===== src/rtl/twiddle_factor_lut.sv =====
// 64-point FFT twiddle factor ROM: W64^k = exp(-j*2*pi*k/64) in Q2.7 (1.0 = 128).
// One-cycle registered lookup; outputs decode from the registered index only.
module twiddle_factor_lut (
  input  logic              clk,
  input  logic              rst,
  input  logic              en,
  input  logic [5:0]        select,
  output logic signed [8:0] re_out,
  output logic signed [8:0] im_out,
  output logic              valid
);

  logic [5:0] k_reg;
  logic       loaded_reg;
  logic       valid_reg;

  // First quadrant of round(128*cos(2*pi*m/64)), m = 0..16, half away from zero.
  function automatic logic signed [8:0] quarter_cos(input logic [4:0] m);
    case (m)
      5'd0:    return 9'sd128;
      5'd1:    return 9'sd127;
      5'd2:    return 9'sd126;
      5'd3:    return 9'sd122;
      5'd4:    return 9'sd118;
      5'd5:    return 9'sd113;
      5'd6:    return 9'sd106;
      5'd7:    return 9'sd99;
      5'd8:    return 9'sd91;
      5'd9:    return 9'sd81;
      5'd10:   return 9'sd71;
      5'd11:   return 9'sd60;
      5'd12:   return 9'sd49;
      5'd13:   return 9'sd37;
      5'd14:   return 9'sd25;
      5'd15:   return 9'sd13;
      default: return 9'sd0;
    endcase
  endfunction

  always_ff @(posedge clk or posedge rst) begin
    if (rst) begin
      k_reg      <= '0;
      loaded_reg <= 1'b0;
      valid_reg  <= 1'b0;
    end else begin
      valid_reg <= en;
      if (en) begin
        k_reg      <= select;
        loaded_reg <= 1'b1;
      end
    end
  end

  logic [4:0]        r_lo;
  logic [4:0]        r_hi;
  logic signed [8:0] cos_val;
  logic signed [8:0] sin_val;

  // Both parts come from the same k_reg, folded onto one quarter-wave table so
  // the half-circle and conjugate symmetries hold by construction.
  always_comb begin
    r_lo    = {1'b0, k_reg[3:0]};
    r_hi    = 5'd16 - r_lo;
    cos_val = '0;
    sin_val = '0;
    case (k_reg[5:4])
      2'd0: begin
        cos_val = quarter_cos(r_lo);
        sin_val = quarter_cos(r_hi);
      end
      2'd1: begin
        cos_val = -quarter_cos(r_hi);
        sin_val = quarter_cos(r_lo);
      end
      2'd2: begin
        cos_val = -quarter_cos(r_lo);
        sin_val = -quarter_cos(r_hi);
      end
      default: begin
        cos_val = quarter_cos(r_hi);
        sin_val = -quarter_cos(r_lo);
      end
    endcase
    re_out = loaded_reg ? cos_val : '0;
    im_out = loaded_reg ? -sin_val : '0;
  end

  assign valid = valid_reg;

endmodule


===== config.mk =====
export PLATFORM = sky130hd
export DESIGN_NAME = twiddle_factor_lut
export DESIGN_NICKNAME = d
export VERILOG_FILES = /design/src/rtl/twiddle_factor_lut.sv
export SDC_FILE = /design/constraint.sdc
export NUM_CORES = 1
export LEC_CHECK = 0
export BUFFER_PORTS_ARGS = -buffer_cell sky130_fd_sc_hd__buf_4
export CORE_ASPECT_RATIO = 1.25
export CORE_MARGIN = 2
export CORE_UTILIZATION = 54
export DETAILED_ROUTE_END_ITERATION = 10
export PLACE_DENSITY = 0.85
export SYNTH_ARGS = -nofsm -noshare
export SYNTH_HDL_FRONTEND = slang
export SYNTH_SLANG_ARGS = --single-unit

===== constraint.sdc =====
create_clock -name clk -period 4.3 [get_ports clk]
set_input_delay 0.86 -clock clk [delete_from_list [all_inputs] [get_ports clk]]
set_output_delay 0.86 -clock clk [all_outputs]
set_load 0.01 [all_outputs]

==> metrics.cfg, run 1 <==
[setup_path]
reg2reg_slack_ps = 3110
startpoint_type = flop
critPathCaptureType = output pin
r2r-start = k_reg[4]
critPathMaxFanout = 8
cp_data_arrival_time_ps = 3530
rr_worst_depth = 2
cp-endpoint = im_out[7]
setup.worst_path.start = k_reg[0]
rr_endpoint = k_reg[4]
critPathKind = flop to output pin
required_ps = 3440

[cells_and_area]
area_growth_pct = 29.7
final_cells = 398
seq_area_um2 = 201
final_common_cell = buf_4
multi_input_area_um2 = 2100
final_util_pct = 73.1
drive_gt1_share_pct = 41.8
final_nets = 366
largest_reg_flops = 6
n_antenna_cell = 0
layout_common_cells = buf_4, nor2_1, nand2_1
fill_cells = 304

[synthesis]
syn-cell-area_um2 = 2310
syn-instance-count = 300
async_flop_share_pct = 100
synth_area_per_cell_um2 = 7.70
yosysSeqAreaShare_pct = 8.66
syn_nets = 322
synth_edf_count = 0
yosysTopAreaCell = dfrtp_1
synth_top_flop_cell = dfrtp_1
ys_seq_elements = 8
synth_top_area_share_pct = 8.66
ys_types = 85
yosysWarningCount = 0
netlist_top_cells_area = dfrtp_1, ha_1, nand2_1

[sta]
rsz0062_at_grt = yes
slew_viol_final = 0
fmax_ghz = 0.228
setup_ws_ps = -85.6
finalCritPeriodShare_pct = 102
setup_viol = 2
period_minus_slack_ps = 4390
tightestPinTransition_ps = 627
fin_setup_tns_ps = -152
hold_viol_final = 0
skew_ps = 0
slew_headroom_pct = 58.2
holdWs_ps = 580

[route]
wl_per_cell_um = 18.3
dr.pass1.iters = 5
dr.first_iter.drc_count = 239
drt-total-wl_mm = 7.28
num_vias = 2665
ant_nets = 0
drc = 0
viasPerCell = 6.70

[power_and_ir_drop]
p_int_mw = 0.521
switching_share_pct = 47.8
clock_power_share_pct = 8.9
combPwrFrac_pct = 82.3
power_density_nw_per_um2 = 333
vdd_drop_max_uv = 238
seqPwrFrac_pct = 8.7
p_leak_nw = 1.21
p_switching_mw = 0.478

[flow_run]
max_cap_viol_count = 0

[die]
dieArea_um2 = 4820
die_y_um = 77.1
die_w_um = 62.5
start_util_pct = 56.4
coreArea_um2 = 4100
ios = 28
fp-row-count = 26

[clock_tree]
holdBufCountCts = 0
clk_latency_ps = 230
numCtsBuffers = 3
cts_tree = done
cts_sinks = 8
max-clock-path-buffers = 2
cts_root_buf = clkbuf_8
h-tree-depth = 1
clkSlewWorstSetupHoldPaths_ps = 40

[global_routing]
gr-total-overflow = 0
grt_usage_pct = 27.8
grt_max_degree = 39
grt_pass1_wl_mm = 11.1
antenna_found_initial = 0
grt_pass1_vias = 2277

[placed_design]
hpwl_mm = 5.07
placed_cells = 379
io_buffers = 27
routabilityCongestion = 0.961

[status]
violations = setup timing
status = finished, violations left

[worst_hold_path]
hp-class = input pin to asynchronous set/reset pin

## through the flow
step	setup slack (ps)	cell area (um^2)	total power [mW]
after floorplan	-0.961	2410	0.596
after global placement	143	2700	0.774
after detailed placement	70.4	2700	0.791
after CTS	-41.2	2820	0.909
after global routing	-284	3000	1.06
final	-85.6	3000	0.999
## worst min-delay path by stage
stage,from,endpoint,slack [ps],depth (start not counted)
final,rst,k_reg[2],580,2
after global routing,rst,k_reg[2],610,2
after CTS,rst,k_reg[2],590,2
after detailed placement,loaded_reg,loaded_reg,690,1
after global placement,loaded_reg,loaded_reg,690,1
after floorplan,loaded_reg,loaded_reg,540,1
## cell usage after synthesis (3+ instances only)
cell / count
nor2_1: 27
a221oi_1: 3
a21oi_1: 12
dfrtp_1: 8
nand4_1: 3
buf_6: 6
a31oi_1: 4
nand2_1: 27
buf_4: 4
and2_1: 5
nor3_1: 4
mux2i_1: 7
a21o_1: 4
nor2b_1: 8
o211ai_1: 6
xnor2_1: 5
mux2_2: 3
nor2_2: 3
nand2b_1: 6
o21ai_0: 14
or3_1: 3
o21a_1: 3
a211oi_1: 10
inv_1: 12
nor4_2: 3
nand3_1: 9
a21oi_2: 3
clkbuf_1: 14
ha_1: 13
## timing repair
action                                  4_1_cts  5_1_grt
buffers inserted                              8        8
pin swaps                                    10       17
gates cloned                                  0        0
endpoints found under the setup margin        5        7
resized for setup                             6       29
## power by group through the flow
stage	registers, mW	clock network (mW)	logic, mW
after floorplan	0.0882	0	0.508
after global placement	0.0870	0	0.687
after detailed placement	0.0876	0	0.704
after CTS	0.0868	0.0912	0.731
after global routing	0.0881	0.0967	0.874
final	0.0873	0.0892	0.822
## critical path: stages, from the launching register on
cell	delay [ps]
dfrtp_2	410
clkinvlp_4	120
ha_4	170
ha_4	320
mux2_4	330
a21oi_4	140
o21a_4	150
inv_2	40
ha_4	150
buf_4	150
a221oi_2	290
a311o_1	240
nor3b_4	240
nand4_1	140
xor2_1	180
nor2_1	100
buf_4	130
## metal layers
| metal | GRT usage [%] | wire length (um) |
|---|---|---|
| met1 | 34.2 | 2670 |
| met2 | 50.1 | 3710 |
| met3 | 1.03 | 545 |
| met4 | 11.8 | 350 |
| met5 | 0 | 0 |
## logic make-up (layout without fill, tap and decap cells)
family	after synthesis	in the layout	synth area share, %
AND/OR/NAND/NOR	121	121	29.4
AO/OA/AOI/OAI	100	100	36.9
buffers and inverters	40	82	9.15
adder cells (fa/ha/maj)	13	13	7.04
multiplexers	12	12	6.61
flip-flops	8	8	8.66
XOR/XNOR	6	6	2.27
## final cells by class
cell class	count	area share [%]
multi-input cells	252	70.0
repair buffers	64	17.5
flip-flops and latches	8	6.72
well taps	56	2.34
inverters	15	2.00
clock buffers	3	1.38
No activity file was read; power rests on OpenSTA's default activity.
==> inputs of run 2 (changes only) <==
--- a/config.mk
+++ b/config.mk
@@ -8,9 +8,9 @@
 export BUFFER_PORTS_ARGS = -buffer_cell sky130_fd_sc_hd__buf_4
 export CORE_ASPECT_RATIO = 1.25
 export CORE_MARGIN = 2
-export CORE_UTILIZATION = 54
+export CORE_UTILIZATION = 40
 export DETAILED_ROUTE_END_ITERATION = 10
-export PLACE_DENSITY = 0.85
+export PLACE_DENSITY = 0.71
 export SYNTH_ARGS = -nofsm -noshare
 export SYNTH_HDL_FRONTEND = slang
 export SYNTH_SLANG_ARGS = --single-unit
==> run 2 against run 1 <==
The run still ends with setup timing left. Maximum frequency down 0.68%. Clock-buffer cell count unchanged. Critical path depth rose by 2. Non-clock buffer count increased by 10. Combinational power rose by 6.4%. Via count is 1.3% lower. Sequential share of layout area shrank 0.32 points. Die area is 33% higher. Register-to-register slack improved by 70 ps. Wire length increased by 4.3%.
==> metrics.cfg, run 2 (synthesis gave the netlist of run 1 again) <==
[global_routing]
grt_usage_pct = 22.0
grt_use_met2_pct = 38.6
grt.busiest_layer = met2
grt_pass1_wl_mm = 11.5
met3_usage_pct = 2.14
grt_max_degree = 39
grt_pass1_vias = 2416
antenna_found_initial = 0
use_met1_pct = 27.5
gr-total-overflow = 0

[clock_tree]
clkSlewWorstSetupHoldPaths_ps = 40
clk_latency_ps = 220
h-tree-depth = 1
holdBufCountCts = 0
cts_tree = done
cts_root_buf = clkbuf_8
cts_sinks = 8
max-clock-path-buffers = 2
numCtsBuffers = 3

[die]
start_util_pct = 41.9
die_w_um = 72.0
ios = 28
dieArea_um2 = 6410
coreArea_um2 = 5520
fp-row-count = 30
die_y_um = 89.0

[route]
viasPerCell = 6.32
dr.first_iter.drc_count = 238
dr.pass1.iters = 5
drt-total-wl_mm = 7.59
num_vias = 2630
wl_per_cell_um = 18.2
drc = 0
ant_nets = 0

[setup_path]
critPathKind = flop to output pin
setup.worst_path.start = k_reg[0]
crit_cells = 18
r2r-start = k_reg[5]
path_buf_inv = 4
cpLargestDelayFamily = simple AND/OR/NAND/NOR gates
reg2reg_slack_ps = 3180
cpMostUsedCell = ha_4
startpoint_type = flop
critical_path.max_stage_delay_ps = 400
critPathMaxFanout = 6
rr_endpoint = k_reg[5]
cp_data_arrival_time_ps = 3560
crit_chain = clkinvlp_4 -> ha_4 -> ha_4 -> mux2_4 -> a21oi_4 -> o21a_4 -> inv_2 -> ha_4 -> inv_2 -> a21oi_2 -> a41oi_2 -> nor3b_4 -> nand3_2 -> nor3b_2 -> nand4_1 -> xor2_1 -> nor2_1 -> buf_4
rr_worst_depth = 3
required_ps = 3440
critPathCaptureType = output pin
critPathSlowestCell = dfrtp_1
cp-endpoint = im_out[7]

[power_and_ir_drop]
p_switching_mw = 0.500
switching_share_pct = 47.6
seqPwrFrac_pct = 8.5
power_density_nw_per_um2 = 334
vdd_drop_max_uv = 191
clock_power_share_pct = 8.2
p_leak_nw = 1.25
power_mw = 1.05
p_int_mw = 0.551
combPwrFrac_pct = 83.3

[placed_design]
dp_slack_ps = 18.3
placed_cell_area_um2 = 2690
hpwl_mm = 5.22
io_buffers = 27
routabilityCongestion = 0.915
placed_cells = 388

[sta]
setup_ws_ps = -116
holdWs_ps = 578
rsz0062_at_grt = yes
setup_viol = 3
finalCritPeriodShare_pct = 103
slew_headroom_pct = 61.2
slew_viol_final = 0
tightestPinTransition_ps = 582
fmax_ghz = 0.226
fin_setup_tns_ps = -250
period_minus_slack_ps = 4420
skew_ps = 0
hold_viol_final = 0

[worst_hold_path]
hp-class = input pin to asynchronous set/reset pin

[flow_run]
max_cap_viol_count = 0

[cells_and_area]
final_nets = 376
area_growth_pct = 36.2
n_antenna_cell = 0
largest_reg_flops = 6
drive_gt1_share_pct = 45.7
layout_common_cells = buf_4, nor2_1, nand2_1
final_common_cell = buf_4
final_util_pct = 57.0
fill_cells = 461
final_cells = 416
fin_area_um2 = 3150

[status]
status = finished, violations left
violations = setup timing

==> run 2: final cells by class <==
cell class	instances	area [um^2]	area share (%)
multi-input cells	252	2200	69.8
repair buffers	74	567	18.0
flip-flops and latches	8	201	6.40
well taps	64	80.1	2.54
inverters	15	60.1	1.91
clock buffers	3	41.3	1.31
==> run 2: worst min path at each step <==
stage | cells past startpoint | slack, ps | end | from
after detailed placement | 1 | 690 | loaded_reg | loaded_reg
final | 2 | 580 | k_reg[2] | rst
after global placement | 1 | 690 | loaded_reg | loaded_reg
after global routing | 2 | 610 | k_reg[0] | rst
after floorplan | 1 | 540 | loaded_reg | loaded_reg
after CTS | 2 | 590 | k_reg[2] | rst
==> run 2: power by group through the flow <==
stage	Combinational (mW)	Clock, mW	Sequential, mW
6_report	0.875	0.0859	0.0895
5_1_grt	0.938	0.0923	0.0909
4_1_cts	0.767	0.0881	0.0893
3_5_place_dp	0.707	0	0.0899
3_3_place_gp	0.696	0	0.0894
2_1_floorplan	0.508	0	0.0882
==> run 2: layer usage <==
metal,wire (um),up-vias
li1,-,1232
met1,3030,1217
met2,3860,148
met3,440,33
met4,257,0
met5,0,-
==> run 2: timing repair <==
item,in CTS,in global routing
endpoints found under the setup margin,5,6
gates cloned,0,0
pin swaps,15,21
resized for setup,19,29
buffers inserted,15,11
